==> config.mk <==
export PLATFORM = sky130hd
export DESIGN_NAME = seq_divider_8bit
export DESIGN_NICKNAME = d
export VERILOG_FILES = /design/src/rtl/seq_divider_8bit.sv
export SDC_FILE = /design/constraint.sdc
export NUM_CORES = 1
export LEC_CHECK = 0
export CORE_UTILIZATION = 25
export DETAILED_ROUTE_END_ITERATION = 12
export PLACE_DENSITY = 0.44
export REMOVE_ABC_BUFFERS = 1
export SLEW_MARGIN = 20
export SYNTH_ARGS = -nofsm -noshare
export SYNTH_HDL_FRONTEND = slang
export SYNTH_SLANG_ARGS = --single-unit
==> constraint.sdc <==
create_clock -name CLK -period 2.9 [get_ports CLK]
set_clock_uncertainty 0.1 [all_clocks]
set_input_delay 0.58 -clock CLK [delete_from_list [all_inputs] [get_ports CLK]]
set_output_delay 0.58 -clock CLK [all_outputs]
set_load 0.1 [all_outputs]
==> src/rtl/seq_divider_8bit.sv <==
// seq_divider_8bit: multi-cycle restoring divider for the ALU's DIV/MOD path.
// Each cycle does one trial subtract, computed as an add of the complement.
// Start/busy/done handshake. The result is held until the next accepted start.
// Optional build macro: DIV_SIGNED_EN selects two's-complement operands. The
// datapath divides magnitudes and fixes up the signs when it enters DONE.
module seq_divider_8bit #(
    parameter int WIDTH = 8
) (
    input  logic             CLK,
    input  logic             reset,
    input  logic             start,
    input  logic [WIDTH-1:0] Dividend,
    input  logic [WIDTH-1:0] Divisor,
    output logic [WIDTH-1:0] Quotient,
    output logic [WIDTH-1:0] Remainder,
    output logic             busy,
    output logic             done,
    output logic             div_by_zero
);

    localparam int CNT_W = (WIDTH > 1) ? $clog2(WIDTH) : 1;
    localparam logic [CNT_W-1:0] CNT_LAST = CNT_W'(WIDTH - 1);
    localparam logic [CNT_W-1:0] CNT_ONE  = CNT_W'(1);
    localparam logic [WIDTH+1:0] SUM_ONE  = (WIDTH + 2)'(1);

    typedef enum logic [1:0] {
        S_IDLE = 2'd0,
        S_RUN  = 2'd1,
        S_DONE = 2'd2
    } state_t;

    state_t           state_q, state_d;
    logic [WIDTH-1:0] q_q, q_d;         // dividend shift register, fills with quotient bits
    logic [WIDTH-1:0] d_q, d_d;         // captured divisor (magnitude)
    logic [WIDTH:0]   r_q, r_d;         // partial remainder
    logic [CNT_W-1:0] cnt_q, cnt_d;
    logic [WIDTH-1:0] quot_q, quot_d;
    logic [WIDTH-1:0] rem_q, rem_d;
    logic             dbz_q, dbz_d;

    // Iteration datapath signals.
    logic [WIDTH:0]   r_shift;
    logic [WIDTH+1:0] sum;
    logic             no_borrow;
    logic [WIDTH:0]   r_next;
    logic [WIDTH-1:0] q_next;
    logic [WIDTH-1:0] a_mag, b_mag;

    // The remainder's top bit is always zero after a restore. Only the lower
    // bits feed the next shift and the result.
    logic unused_bits;
    assign unused_bits = r_q[WIDTH] ^ r_next[WIDTH];

`ifdef DIV_SIGNED_EN
    localparam logic [WIDTH-1:0] ONE = WIDTH'(1);
    logic neg_quot_q, neg_quot_d;
    logic neg_rem_q, neg_rem_d;
`endif

    // One restoring step. T = R' + ~D + 1 at WIDTH+1 bits. A carry out means no borrow.
    always_comb begin
        r_shift   = {r_q[WIDTH-1:0], q_q[WIDTH-1]};
        sum       = {1'b0, r_shift} + {1'b0, ~{1'b0, d_q}} + SUM_ONE;
        no_borrow = sum[WIDTH+1];
        r_next    = no_borrow ? sum[WIDTH:0] : r_shift;
        q_next    = {q_q[WIDTH-2:0], no_borrow};
`ifdef DIV_SIGNED_EN
        a_mag = Dividend[WIDTH-1] ? (~Dividend + ONE) : Dividend;
        b_mag = Divisor[WIDTH-1]  ? (~Divisor + ONE)  : Divisor;
`else
        a_mag = Dividend;
        b_mag = Divisor;
`endif
    end

    // Next-state and register-load decisions for the IDLE/RUN/DONE sequence.
    always_comb begin
        state_d = state_q;
        q_d     = q_q;
        d_d     = d_q;
        r_d     = r_q;
        cnt_d   = cnt_q;
        quot_d  = quot_q;
        rem_d   = rem_q;
        dbz_d   = dbz_q;
`ifdef DIV_SIGNED_EN
        neg_quot_d = neg_quot_q;
        neg_rem_d  = neg_rem_q;
`endif
        case (state_q)
            S_IDLE: begin
                if (start) begin
                    q_d   = a_mag;
                    d_d   = b_mag;
                    r_d   = '0;
                    cnt_d = '0;
`ifdef DIV_SIGNED_EN
                    neg_quot_d = Dividend[WIDTH-1] ^ Divisor[WIDTH-1];
                    neg_rem_d  = Dividend[WIDTH-1];
`endif
                    if (Divisor == '0) begin
                        // Zero divisor skips iterating. The result is fixed.
                        state_d = S_DONE;
                        quot_d  = '1;
                        rem_d   = Dividend;
                        dbz_d   = 1'b1;
                    end else begin
                        state_d = S_RUN;
                    end
                end
            end
            S_RUN: begin
                q_d   = q_next;
                r_d   = r_next;
                cnt_d = cnt_q + CNT_ONE;
                if (cnt_q == CNT_LAST) begin
                    state_d = S_DONE;
                    dbz_d   = 1'b0;
`ifdef DIV_SIGNED_EN
                    // Two's-complement negate. Most-negative / -1 wraps back to most-negative.
                    quot_d = neg_quot_q ? (~q_next + ONE) : q_next;
                    rem_d  = neg_rem_q ? (~r_next[WIDTH-1:0] + ONE) : r_next[WIDTH-1:0];
`else
                    quot_d = q_next;
                    rem_d  = r_next[WIDTH-1:0];
`endif
                end
            end
            S_DONE: begin
                state_d = S_IDLE;
            end
            default: begin
                state_d = S_IDLE;
            end
        endcase
    end

    // State and datapath registers. Reset discards any in-flight division.
    always_ff @(posedge CLK) begin
        if (reset) begin
            state_q <= S_IDLE;
            q_q     <= '0;
            d_q     <= '0;
            r_q     <= '0;
            cnt_q   <= '0;
            quot_q  <= '0;
            rem_q   <= '0;
            dbz_q   <= 1'b0;
`ifdef DIV_SIGNED_EN
            neg_quot_q <= 1'b0;
            neg_rem_q  <= 1'b0;
`endif
        end else begin
            state_q <= state_d;
            q_q     <= q_d;
            d_q     <= d_d;
            r_q     <= r_d;
            cnt_q   <= cnt_d;
            quot_q  <= quot_d;
            rem_q   <= rem_d;
            dbz_q   <= dbz_d;
`ifdef DIV_SIGNED_EN
            neg_quot_q <= neg_quot_d;
            neg_rem_q  <= neg_rem_d;
`endif
        end
    end

    assign Quotient    = quot_q;
    assign Remainder   = rem_q;
    assign div_by_zero = dbz_q;
    assign busy        = (state_q != S_IDLE);
    assign done        = (state_q == S_DONE);

endmodule

* Word-level counts from Yosys, hierarchy flattened
Cells that the tools add are included.
** Word-level totals
- Register bits after elaboration :: 46
- Output and inout bits :: 19
- Word-level logic and storage cells :: 49
** Operators by class
- $add $sub $neg :: 3
- Equality and inequality tests :: 6
- Multiplexer cells :: 23
- Bitwise gates (word level) :: 1
- Reductions and logical operators :: 8
** Operators by type and width (number)
- 2-to-1 mux 8 bit :: 9
- case mux 8 bit (2 select lines) :: 4
- adder 10 x 1 -> 10 bit, second input constant :: 1
- adder 9 x 9 -> 10 bit :: 1
- NOT 8 -> 9 bit :: 1
- logical NOT 8 bit :: 1
- 2-to-1 mux 2 bit :: 3
- != test 2 bit, second input constant :: 3
- case mux 3 bit (2 select lines) :: 1
- AND reduction 2 bit :: 3
- case mux 2 bit (2 select lines) :: 1
- AND reduction 4 bit :: 1
- nonzero test 2 bit :: 2
- adder 3 x 1 -> 3 bit, second input constant :: 1
- equality test 3 bit, second input constant :: 1
- 2-to-1 mux 1 bit :: 3
- 2-to-1 mux 3 bit :: 1
- equality test 2 x 1 -> 1 bit, second input constant :: 1
- equality test 2 bit, second input constant :: 1
- logical NOT 2 bit :: 1
- case mux 1 bit (2 select lines) :: 1

* Longest topological paths before layout
- Depth in word-level cells :: 6
- Depth in mapped cells :: 9

* Worst setup path after synthesis
Ideal clock, no wire load.
- Kind :: register to output
- From :: reg state_q[1]
- To :: out done
- Arrival time :: 2.116 ns
- Data required time :: 2.220 ns
- Path slack :: 0.104 ns
- Stages on the path, launching flop included :: 4
- Buffers on the path :: 2
- Path through :: dfxtp_1 > clkbuf_1 > clkbuf_1 > nor2b_1
** Between the ends
- Cells in the longest elaborated chain, start to end :: 1
** Ends and longest elaborated chain
- from (decl) :: line 32 : state_t state_q, state_d;
- from (signal assigned) :: line 154 : state_q <= state_d;
- equality test 2 bit :: line 173 : assign done = (state_q == S_DONE);
- to (decl) :: line 17 : output logic done,
Every way passes these cells.

* Worst setup path after layout
- From :: reg d_q[3]
- To :: reg r_q[5]
** Between the ends
- Cells in the longest elaborated chain, start to end :: 5
** Ends and longest elaborated chain
- from (decl) :: line 34 : logic [WIDTH-1:0] d_q, d_d;
- from (signal assigned) :: line 143 : d_q <= '0;
- from (signal assigned) :: line 156 : d_q <= d_d;
- NOT 8 -> 9 bit :: line 63 : sum = {1'b0, r_shift} + {1'b0, ~{1'b0, d_q}} + SUM_ONE;
- adder 9 x 9 -> 10 bit :: line 63
- adder 10 x 1 -> 10 bit :: line 63
- 2-to-1 mux 8 bit :: line 65 : r_next = no_borrow ? sum[WIDTH:0] : r_shift;
- case mux 8 bit (2 select lines) :: line 90 : case (state_q)
- to (signal assigned) :: line 157 : r_q <= r_d;
- to (decl) :: line 35 : logic [WIDTH:0] r_q, r_d;
Every way passes these cells.
A chain may end at the register's enable or synchronous reset.

==> reports/results.ini <==
[run_status]
status = completed

[clock_tree]
ctsResizeCount = 0
clk_pin_slew_ns = 0.09
cts_hold_buf = 0
worstSkewPairLatency_ns = 0.30
htree_levels = 2
postCtsSetupBuffers = 0
tritoncts = done
cts_buffer_depth = 2
cts-buffers-inserted = 5
cts_sinks = 46
cts-root-buf = clkbuf_8

[timing]
maxSlewViolCount = 0
max_freq_mhz = 418.4
worstMarginPinSlew_ns = 0.6661
post-route-period-util_pct = 82.42
rsz0062_at_grt = false
setup-tns-final_ns = 0
hold_viol_final = 0
finalCriticalPeriod_ns = 2.390
setup-violations-final = 0
slew_headroom_pct = 55.43

[yosys]
synth_mux_area_share_pct = 0
synth_compound_area_share_pct = 27.51
synth_cell_type_count = 48
syn_avg_cell_area_um2 = 7.680
synth_seq_cells = 46
ys.flop_type = dfxtp_1
synth_top_area_share_pct = 37.70
ys_warn_count = 0
synthAdderAreaFrac_pct = 5.943
synth_top_family_by_area = compound AO/OA/AOI/OAI gates
ys_seq_area_share_pct = 37.70
synth_area_leaders = dfxtp_1 (38%), a21oi_1 (8.0%), nor2_1 (8.0%)
synth_top_area_cell = dfxtp_1
async_reset_ff_share_pct = 0
syn_inst = 318
synth-xor-area-share_pct = 1.434
synth_edf_count = 0
synth-simple-area-share_pct = 22.69
synth_area_mm2 = 0.002442

[placed_design]
dpl.hpwl_mm = 5.176
io_buffer_count = 37
placed_cells = 478
gp_congestion = 0.7689

[critical_path]
r2r_cells = 8
r2r-start = d_q[3]
cp-start-kind = register
critical_path.max_fanout = 8
cp.arrival_ns = 2.51
critPathCaptureType = register
worstPathRequired_ns = 3.02
r2r_end = r_q[5]
regToRegSetupSlack_ns = 0.51
critPathKind = register to register

[grt]
antenna_found_initial = 0
grt_pass1_vias = 2133
grt_usage_pct = 14.68
grt_first_pass_wirelength_mm = 11.32
grt.overflow.total = 0
grt_max_degree = 30

[job]
drv_cap = 0

[layout]
syn_to_final_growth_pct = 24.64
diodes = 0
layout-drive-gt1-share_pct = 13.48
fillers = 1037
fin_nets = 386
finalNonFillerCells = 485
fin_util_pct = 32.48

[die]
die_h_um = 100.8
die_w_um = 100.8
initial_utilization_pct = 26.06
fp.coreArea_mm2 = 0.009371
dieArea_mm2 = 0.01017
row_count = 35
io_pins = 38

[route]
routed_wl_mm = 6.913
drt_iter0_drc = 88
viasPerCell = 4.699
ant_nets = 0
drc = 0
drt_first_pass_iters = 4
vias = 2279
avgRoutedWirePerCell_um = 14.25

[min_path]
hp-class = register to register
holdPathEnd = d_q[4]
hold_path.startpoint = d_q[4]
whs_path_depth = 2

[power]
power_density_mw_per_mm2 = 655.9
ir_worst_vdd_uv = 203.9
total_power_w = 0.001997
p_leak_nw = 1.202

[power breakdown]
| group | switching [W] | internal, W |
|---|---|---|
| registers | 0.0000377 | 0.000680 |
| clock network | 0.000225 | 0.000276 |
| logic | 0.000481 | 0.000296 |
| total | 0.000744 | 0.00125 |
[worst max-delay path, cell delays in order (launching register included)]
cell	delay, ns
dfxtp_1	0.35
inv_1	0.07
ha_1	0.34
and2_4	0.18
a221oi_2	0.32
a21boi_2	0.15
nor2_1	0.45
o21ai_0	0.18
o21ai_0	0.17
[worst max-delay path by stage]
stage                    start          end  cells after the start
floorplan           state_q[1]         done                      1
global placement    Divisor[0]  div_by_zero                      6
detailed placement  Divisor[0]  div_by_zero                      6
CTS                     d_q[3]       r_q[5]                      8
global route            d_q[3]       r_q[5]                      8
finish                  d_q[3]       r_q[5]                      8
[through the flow]
step                      setup WS, ns  hold WS (ns)  area, um2
after global routing            0.2304        0.4203       3044
after CTS                       0.4848        0.3890       3044
after floorplan                 0.1180        0.3422       2380
after global placement          0.3522        0.3644       2932
final                           0.5099        0.3898       3044
after detailed placement        0.3503        0.3735       2932
[logic make-up after synthesis]
kind of cell,after synthesis
xor+xnor,4
simple gates,125
compound gates,103
fa+ha+maj,11
buf+inv,29
flops,46
[cell type report]
type / instances / area (um2) / area share (%)
Tap cell: 129 / 161.4 / 5.302
Timing Repair Buffer: 46 / 390.4 / 12.82
Clock buffer: 6 / 82.58 / 2.713
Clock inverter: 1 / 30.03 / 0.9864
Sequential cell: 46 / 920.9 / 30.25
Multi-Input combinational cell: 243 / 1406 / 46.20
Inverter: 14 / 52.55 / 1.726
[registers in the layout (all words and copies together) (netlist names)]
register,flops
Remainder,8
cnt_q,3
div_by_zero,1
d_q,8
r_q,8
state_q,2
q_q,8
Quotient,8
[layout by cell type, fill, tap and decap left out, drive strengths merged, types with 2 or more instances in the layout]
master         instances
a22oi                  2
clkdlybuf4s50         18
nor2                  52
and2                   2
a21o                   4
o21ai                 21
o211ai                 4
clkbuf                 6
dfxtp                 46
nor3                   4
inv                   13
a21bo                  2
nand3                  4
nand2b                 3
nand2                 43
a31oi                  2
and3                   2
ha                    10
o31ai                  2
xor2                   2
or2                    2
nor4                   2
xnor2                  2
nor2b                  3
a211oi                12
a21oi                 40
buf                   28
a311oi                 7
or3                    4
[cell usage after synthesis, types with 2 or more instances]
master	n
nor2_1	52
dfxtp_1	46
nand2_1	43
a21oi_1	39
o21ai_0	21
inv_1	12
a211oi_1	11
ha_1	10
clkbuf_1	9
a311oi_1	7
buf_2	5
a21o_1	4
nand3_1	4
o211ai_1	4
or3_1	4
nand2b_1	3
nor2b_1	3
nor3_1	3
a21bo_2	2
a22oi_1	2
a31oi_1	2
nor4_1	2
o31ai_1	2
or2_2	2
xnor2_1	2
xor2_1	2
[metal layers]
layer	wire length [um]	vias up	global-route usage, %
li1	-	1192	-
met1	3485	1045	20.82
met2	3156	36	22.97
met3	199	6	2.358
met4	71	0	4.013
met5	0	-	0
Note: power is estimated with default switching activity, not from simulation.
